==> config.mk <==
export PLATFORM = sky130hd
export DESIGN_NAME = hs_burst_source
export DESIGN_NICKNAME = d
export VERILOG_FILES = /design/src/rtl/hs_burst_source.sv
export SDC_FILE = /design/constraint.sdc
export NUM_CORES = 1
export LEC_CHECK = 0
export ABC_AREA = 0
export CORE_ASPECT_RATIO = 0.7
export CORE_MARGIN = 2
export CORE_UTILIZATION = 56
export DETAILED_ROUTE_END_ITERATION = 12
export DONT_BUFFER_PORTS = 1
export PLACE_DENSITY = 0.71
export SLEW_MARGIN = 5
export SYNTH_ARGS = -nofsm -noshare
export SYNTH_HDL_FRONTEND = slang
export SYNTH_SLANG_ARGS = --single-unit
==> constraint.sdc <==
create_clock -name clk -period 1.85 [get_ports clk]
set_input_delay 0.0925 -clock clk [delete_from_list [all_inputs] [get_ports clk]]
set_output_delay 0.0925 -clock clk [all_outputs]
set_load 0.01 [all_outputs]
==> src/rtl/hs_burst_source.sv <==
// hs_burst_source
// Initiator end of the valid/ready stream interface. Accepts a burst command
// (base value, beat count minus one) and emits cmd_len+1 consecutive,
// incrementing data beats, holding valid/data/last steady while the sink stalls.
//
// Optional build macro: HS_TX_GAP_EN
//   When defined, GAP idle cycles (valid_o low) are inserted after every
//   non-last handshake. When undefined, the gap state and counter are absent
//   and the source runs at one beat per cycle.

module hs_burst_source #(
    parameter int WIDTH = 32,
    parameter int LEN_W = 8,
    parameter int GAP   = 2
) (
    input  logic             clk,
    input  logic             rst,
    input  logic             cmd_valid,
    output logic             cmd_ready,
    input  logic [WIDTH-1:0] cmd_base,
    input  logic [LEN_W-1:0] cmd_len,
    output logic             valid_o,
    input  logic             ready_i,
    output logic [WIDTH-1:0] data_o,
    output logic             last_o,
    output logic             busy_o,
    output logic             done_o
);

    // A gap of zero cycles is meaningless; reject it at elaboration.
    generate
        if (GAP < 1) begin : g_gap_check
            $error("hs_burst_source: GAP must be >= 1");
        end
    endgenerate

    typedef enum logic [1:0] {
        ST_IDLE = 2'd0,
        ST_SEND = 2'd1
`ifdef HS_TX_GAP_EN
        ,
        ST_GAP  = 2'd2
`endif
    } state_t;

`ifdef HS_TX_GAP_EN
    // Counter holds GAP-1 down to 0, so it needs to represent GAP-1 only.
    localparam int GAP_W = (GAP > 1) ? $clog2(GAP) : 1;
`endif

    state_t             state_r;
    state_t             state_s;
    logic [WIDTH-1:0]   data_r;
    logic [WIDTH-1:0]   data_s;
    logic [LEN_W-1:0]   remain_r;
    logic [LEN_W-1:0]   remain_s;
    logic               valid_r;
    logic               valid_s;
    logic               last_r;
    logic               last_s;
    logic               busy_r;
    logic               busy_s;
    logic               done_r;
    logic               done_s;
    logic               cmd_ready_r;
    logic               cmd_ready_s;
    logic               hs_s;
`ifdef HS_TX_GAP_EN
    logic [GAP_W-1:0]   gap_cnt_r;
    logic [GAP_W-1:0]   gap_cnt_s;
`endif

    assign hs_s = valid_r && ready_i;

    // Next-state and next-output logic; every register holds unless told otherwise.
    always_comb begin
        state_s     = state_r;
        data_s      = data_r;
        remain_s    = remain_r;
        valid_s     = valid_r;
        last_s      = last_r;
        busy_s      = busy_r;
        done_s      = 1'b0;
`ifdef HS_TX_GAP_EN
        gap_cnt_s   = gap_cnt_r;
`endif

        case (state_r)
            ST_IDLE: begin
                if (cmd_valid && cmd_ready_r) begin
                    state_s  = ST_SEND;
                    data_s   = cmd_base;
                    remain_s = cmd_len;
                    valid_s  = 1'b1;
                    last_s   = (cmd_len == {LEN_W{1'b0}});
                    busy_s   = 1'b1;
                end else begin
                    state_s  = ST_IDLE;
                end
            end

            ST_SEND: begin
                if (hs_s) begin
                    if (last_r) begin
                        // Final beat accepted: close the burst, keep data_o.
                        state_s = ST_IDLE;
                        valid_s = 1'b0;
                        last_s  = 1'b0;
                        busy_s  = 1'b0;
                        done_s  = 1'b1;
                    end else begin
                        // remain_r counts beats still to come after the
                        // current one, so the next beat is last when it is 1.
                        data_s   = data_r + WIDTH'(1);
                        remain_s = remain_r - LEN_W'(1);
                        last_s   = (remain_r == LEN_W'(1));
`ifdef HS_TX_GAP_EN
                        state_s   = ST_GAP;
                        valid_s   = 1'b0;
                        gap_cnt_s = GAP_W'(GAP - 1);
`else
                        state_s   = ST_SEND;
                        valid_s   = 1'b1;
`endif
                    end
                end else begin
                    // Stalled: valid, data and last all hold.
                    state_s = ST_SEND;
                end
            end

`ifdef HS_TX_GAP_EN
            ST_GAP: begin
                if (gap_cnt_r == {GAP_W{1'b0}}) begin
                    state_s = ST_SEND;
                    valid_s = 1'b1;
                end else begin
                    gap_cnt_s = gap_cnt_r - GAP_W'(1);
                end
            end
`endif

            default: begin
                // Unreachable encoding: recover to a quiet idle.
                state_s  = ST_IDLE;
                valid_s  = 1'b0;
                last_s   = 1'b0;
                busy_s   = 1'b0;
                remain_s = {LEN_W{1'b0}};
            end
        endcase

        cmd_ready_s = (state_s == ST_IDLE);
    end

    // State and output registers with synchronous reset.
    always_ff @(posedge clk) begin
        if (rst) begin
            state_r     <= ST_IDLE;
            data_r      <= {WIDTH{1'b0}};
            remain_r    <= {LEN_W{1'b0}};
            valid_r     <= 1'b0;
            last_r      <= 1'b0;
            busy_r      <= 1'b0;
            done_r      <= 1'b0;
            cmd_ready_r <= 1'b1;
`ifdef HS_TX_GAP_EN
            gap_cnt_r   <= {GAP_W{1'b0}};
`endif
        end else begin
            state_r     <= state_s;
            data_r      <= data_s;
            remain_r    <= remain_s;
            valid_r     <= valid_s;
            last_r      <= last_s;
            busy_r      <= busy_s;
            done_r      <= done_s;
            cmd_ready_r <= cmd_ready_s;
`ifdef HS_TX_GAP_EN
            gap_cnt_r   <= gap_cnt_s;
`endif
        end
    end

    assign cmd_ready = cmd_ready_r;
    assign valid_o   = valid_r;
    assign data_o    = data_r;
    assign last_o    = last_r;
    assign busy_o    = busy_r;
    assign done_o    = done_r;

endmodule

### Word level (Yosys, flattened, before mapping)

Cells that the tools add are included.

| storage, ports and cells | value |
|---|---|
| logic and storage cells | 53 |
| bits in registers | 47 |
| input port bits | 44 |
| output and inout port bits | 37 |

| cells by class | value |
|---|---|
| equality and inequality tests | 6 |
| bitwise operators | 2 |
| mux-type cells | 24 |
| reductions and logical operators | 11 |
| $add $sub $neg | 2 |

Operators with widths:

| kind | count |
|---|---|
| two-way mux 32 bit | 3 |
| one-hot mux 32 bit (2 select lines) | 1 |
| adder 32 x 1 -> 32 bit, second input constant | 1 |
| two-way mux 8 bit | 3 |
| one-hot mux 8 bit (2 select lines) | 1 |
| two-way mux 1 bit | 11 |
| == test 8 x 1 -> 1 bit, second input constant | 1 |
| zero test 8 bit | 1 |
| != test 2 bit, second input constant | 4 |
| subtractor 8 x 1 -> 8 bit, second input constant | 1 |
| one-hot mux 1 bit (2 select lines) | 3 |
| AND reduction 3 bit | 2 |
| zero test 2 bit | 2 |
| one-hot mux 2 bit (2 select lines) | 1 |
| AND reduction 4 bit | 1 |
| OR reduction 3 bit | 1 |
| == test 2 x 1 -> 1 bit, second input constant | 1 |
| logical AND 1 bit | 2 |
| two-way mux 2 bit | 1 |
| inverter 1 bit | 2 |
| AND reduction 2 bit | 1 |
| nonzero test 2 bit | 1 |

### Depth between registers and ports, before layout

| logic depth | value |
|---|---|
| depth after elaboration | 4 |
| gate-level depth with buffers | 8 |
| mapped depth without buffers | 6 |

### Worst setup path before layout

Ideal clock, no wire load.

| path | value |
|---|---|
| kind | reg-to-reg |
| start | register data_r[0], in the netlist data_o[0] |
| end | register data_r[18], in the netlist data_o[18] |
| setup time | 0.074 ns |
| arrival | 1.695 ns |
| path slack | 0.081 ns |
| path buffers | 0 |
| clock period less this slack | 1.769 ns |
| required time | 1.776 ns |
| stages on the path, launching flop included | 6 |
| cell sequence | dfxtp_1 -> ha_1 -> and3_1 -> nand4_4 -> or4_1 -> a31oi_1 |

| on the way | value |
|---|---|
| longest elaborated chain between the ends | 4 |

RTL lines:

| what | RTL line | source |
|---|---|---|
| start: declaration | 53 | `logic [WIDTH-1:0] data_r;` |
| start signal: assignment | 160 | `data_r <= {WIDTH{1'b0}};` |
| start signal: assignment | 172 | `data_r <= data_s;` |
| adder 32 x 1 -> 32 bit | 114 | `data_s = data_r + WIDTH'(1);` |
| two-way mux 32 bit | 104 | `if (last_r) begin` |
| two-way mux 32 bit | 103 | `if (hs_s) begin` |
| one-hot mux 32 bit (2 select lines) | 88 | `case (state_r)` |

Every way passes these cells. The select of a mux whose other input is x is not followed.
A chain may end at the register's enable or synchronous reset.

### Final worst setup path

| path | value |
|---|---|
| start | register data_r[13], in the netlist data_o[13] |
| end | register data_r[30], in the netlist data_o[30] |

The elaborated chain is that of the path after synthesis.

==> results.py <==
metrics = {
    "synth": {
        "synthesis.area_um2": 3094,
        "syn_inst": 395,
        "synth_top_area_share_pct": 29.76,
        "synth-edff-count": 0,
        "synth_fp_nets": 442,
        "synthArstFlopShare_pct": 0,
        "yosysTopAreaCell": "dfxtp_1",
        "synth.distinct_cells": 61,
        "seq_area_frac_synth_pct": 29.76,
        "synth-seq-cells": 46,
        "yosys-top-cells-area": "dfxtp_1 30%, a21oi_1 5.5%, nand3_1 4.4%",
        "syn_area_per_cell_um2": 7.833,
        "ys.flop_type": "dfxtp_1",
        "ys_warn_count": 0,
    },
    "global_route": {
        "grt_overflow": 0,
        "grt_pass1_vias": 3386,
        "grt_pass1_wl_um": 17180,
        "globalRouteTotalUtil_pct": 35.43,
        "antenna_found_initial": 0,
        "grt_max_degree": 36,
    },
    "critical_path": {
        "crit_path_cell_trace": "nand4_1 -> or4_4 -> o211ai_1 -> o221ai_1",
        "r2r_cells": 4,
        "critPathLaunchType": "register",
        "cp_data_arrival_time_ps": 1930,
        "path_class": "reg2reg",
        "cpPeakStageDelay_ps": 650,
        "endpoint_kind": "register",
        "crit_required_ps": 2030,
        "cp_slowest_cell": "or4_4",
        "path_max_fanout": 4,
    },
    "placement": {
        "place_area_um2": 3418,
        "dpl.hpwl_um": 7428,
        "post-place-ws_ps": 87.74,
        "placed_cells": 492,
        "io_buffers": 0,
        "gp_congestion": 0.9623,
    },
    "floorplan": {
        "dieArea_um2": 6145,
        "std_cell_rows": 22,
        "design.core.area_um2": 5285,
        "die_w_um": 92.85,
        "start_util_pct": 58.55,
        "io_pins": 81,
        "die_h_um": 66.19,
    },
    "drt": {
        "drt-total-wl_um": 10700,
        "vias_per_cell": 7.098,
        "drt-pass1-iter-count": 5,
        "drc": 0,
        "ant_nets": 0,
        "wl_per_cell_um": 20.97,
        "drtIter0Drc": 373,
        "num_vias": 3620,
    },
    "sta": {
        "grt_setup_unrepaired": "true",
        "whs_ps": 6.402,
        "setup_viol": 0,
        "worstMarginPinSlew_ps": 482.7,
        "finalCritPeriodShare_pct": 94.41,
        "period_needed_ps": 1747,
        "setup_ws_ps": 103.4,
        "fin_tns_setup_ps": 0,
        "timing_max_transition_violations_final": 0,
        "timing.fmax_ghz": 0.5726,
        "slew_headroom_pct": 67.52,
        "hold_viol": 0,
        "finClkSkew_ps": 7.927,
    },
    "clock_network": {
        "cts-root-buf": "clkbuf_8",
        "cts.sinks": 46,
        "htree_num_levels": 2,
        "path_clk_slew_ps": 100,
        "cts_made_buffers": 5,
        "clock_latency_ps": 310,
        "cts_tree": "yes",
        "clockBufferDepth": 2,
    },
    "worst_hold_path": {
        "min_path_type": "in2reg",
        "holdPathStages": 2,
    },
    "final_layout": {
        "syn2layout_area_growth_pct": 17.59,
        "final_util_pct": 68.84,
        "finalNetCount": 484,
        "final_layout_size_suffix_gt1_share_pct": 19.63,
        "diodes": 0,
        "instances_no_fill": 510,
        "final_cell_area_um2": 3638,
    },
    "run": {
        "maxCapViolations": 0,
    },
    "run_status": {
        "outcome": "complete, no violations",
    },
    "power": {
        "power_density_nw_per_um2": 683.1,
        "total_power_mw": 2.486,
        "leakagePower_nw": 1.304,
        "ir_drop_mv": 0.4752,
    },
}
==> synth_stat cells, types with 3 or more instances <==
library cell,count
dfxtp_1,46
a21oi_1,34
nand3_1,27
nand2_1,26
nor2_1,22
o21ai_0,20
clkbuf_1,19
nand4_1,15
nor4_1,15
inv_1,14
nor3_1,13
o211ai_1,10
a31oi_1,9
nor2b_1,9
o311ai_0,9
a211oi_1,8
and2_1,6
and3_1,6
and4_1,5
buf_2,5
buf_6,5
o22ai_1,5
nor3b_1,4
or4_1,4
a221oi_1,3
clkbuf_8,3
ha_1,3
nand4b_1,3
==> power breakdown <==
group | switching (mW) | internal (mW)
sequential | 0.104 | 1.08
combinational | 0.383 | 0.264
clock | 0.386 | 0.274
total | 0.872 | 1.61
==> cell type report <==
| class | count | area [µm²] |
|---|---|---|
| Clock inverter | 3 | 25.02 |
| Tap cell | 72 | 90.09 |
| Inverter | 15 | 56.30 |
| Fill cell | 458 | 1647 |
| Clock buffer | 5 | 68.82 |
| Multi-Input combinational cell | 302 | 1938 |
| Timing Repair Buffer | 67 | 536.8 |
| Sequential cell | 46 | 923.4 |
==> placed cells by master, fill, tap and decap left out, types with 9 or more instances in the layout <==
cell type  Yosys  final
nor3_1        13     13
nor2_1        22     22
a31oi_1        9      9
nor2b_1        9      9
nand3_1       27     27
buf_4          0     58
inv_1         14     14
o211ai_1      10     10
nand2_1       26     26
o21ai_0       20     20
nor4_1        15     14
dfxtp_1       46     44
nand4_1       15     15
a21oi_1       34     34
==> flip-flops by register name, indices dropped and copies added, names as in the netlist <==
register and flops:
busy_o 1, last_o 1, remain_r 8, data_o 32, valid_o 1, cmd_ready 1, state_r 1, done_o 1
==> final timing paths <==
kind	from	endpoint	slack, ps
setup reg to reg	data_o[13]	data_o[30]	100
hold reg to reg	remain_r[5]	remain_r[5]	550
setup / recovery	data_o[13]	data_o[30]	100
hold / removal	rst	data_o[28]	6
==> critical path: cells and delay by family (launching register included) <==
family	cells	cell delay, ps
AO/OA/AOI/OAI	2	340
flip-flops	1	360
AND/OR/NAND/NOR	2	930
==> what timing repair did <==
action | CTS | global route
endpoints found under the hold margin | 35 | 0
endpoints found under the setup margin | 0 | 24
hold buffers | 8 | 0
buffers inserted | 0 | 2
gates resized for setup | 0 | 9
==> metal layers <==
metal  wire length (µm)  up-vias  global-route usage [%]  share of wire [%]
met2               4626      273                   53.53                 43
met4                228        0                   11.40                2.1
li1                   -     1617                       -                  -
met1               4319     1705                   48.07                 40
met5                  0        -                       0                  0
met3               1522       25                   11.40                 14
==> cells by family (layout without fill, tap and decap cells) <==
family                   count (synthesis)  count (layout)  share of synthesized area (%)
adder cells (fa/ha/maj)                  3               3                          1.213
multiplexers                             1               1                         0.3235
AO/OA/AOI/OAI                          125             125                          27.21
buffers and inverters                   47              90                          8.087
AND/OR/NAND/NOR                        173             173                          33.40
flip-flops                              46              46                          29.76
Note: power is estimated with default switching activity, not from simulation.
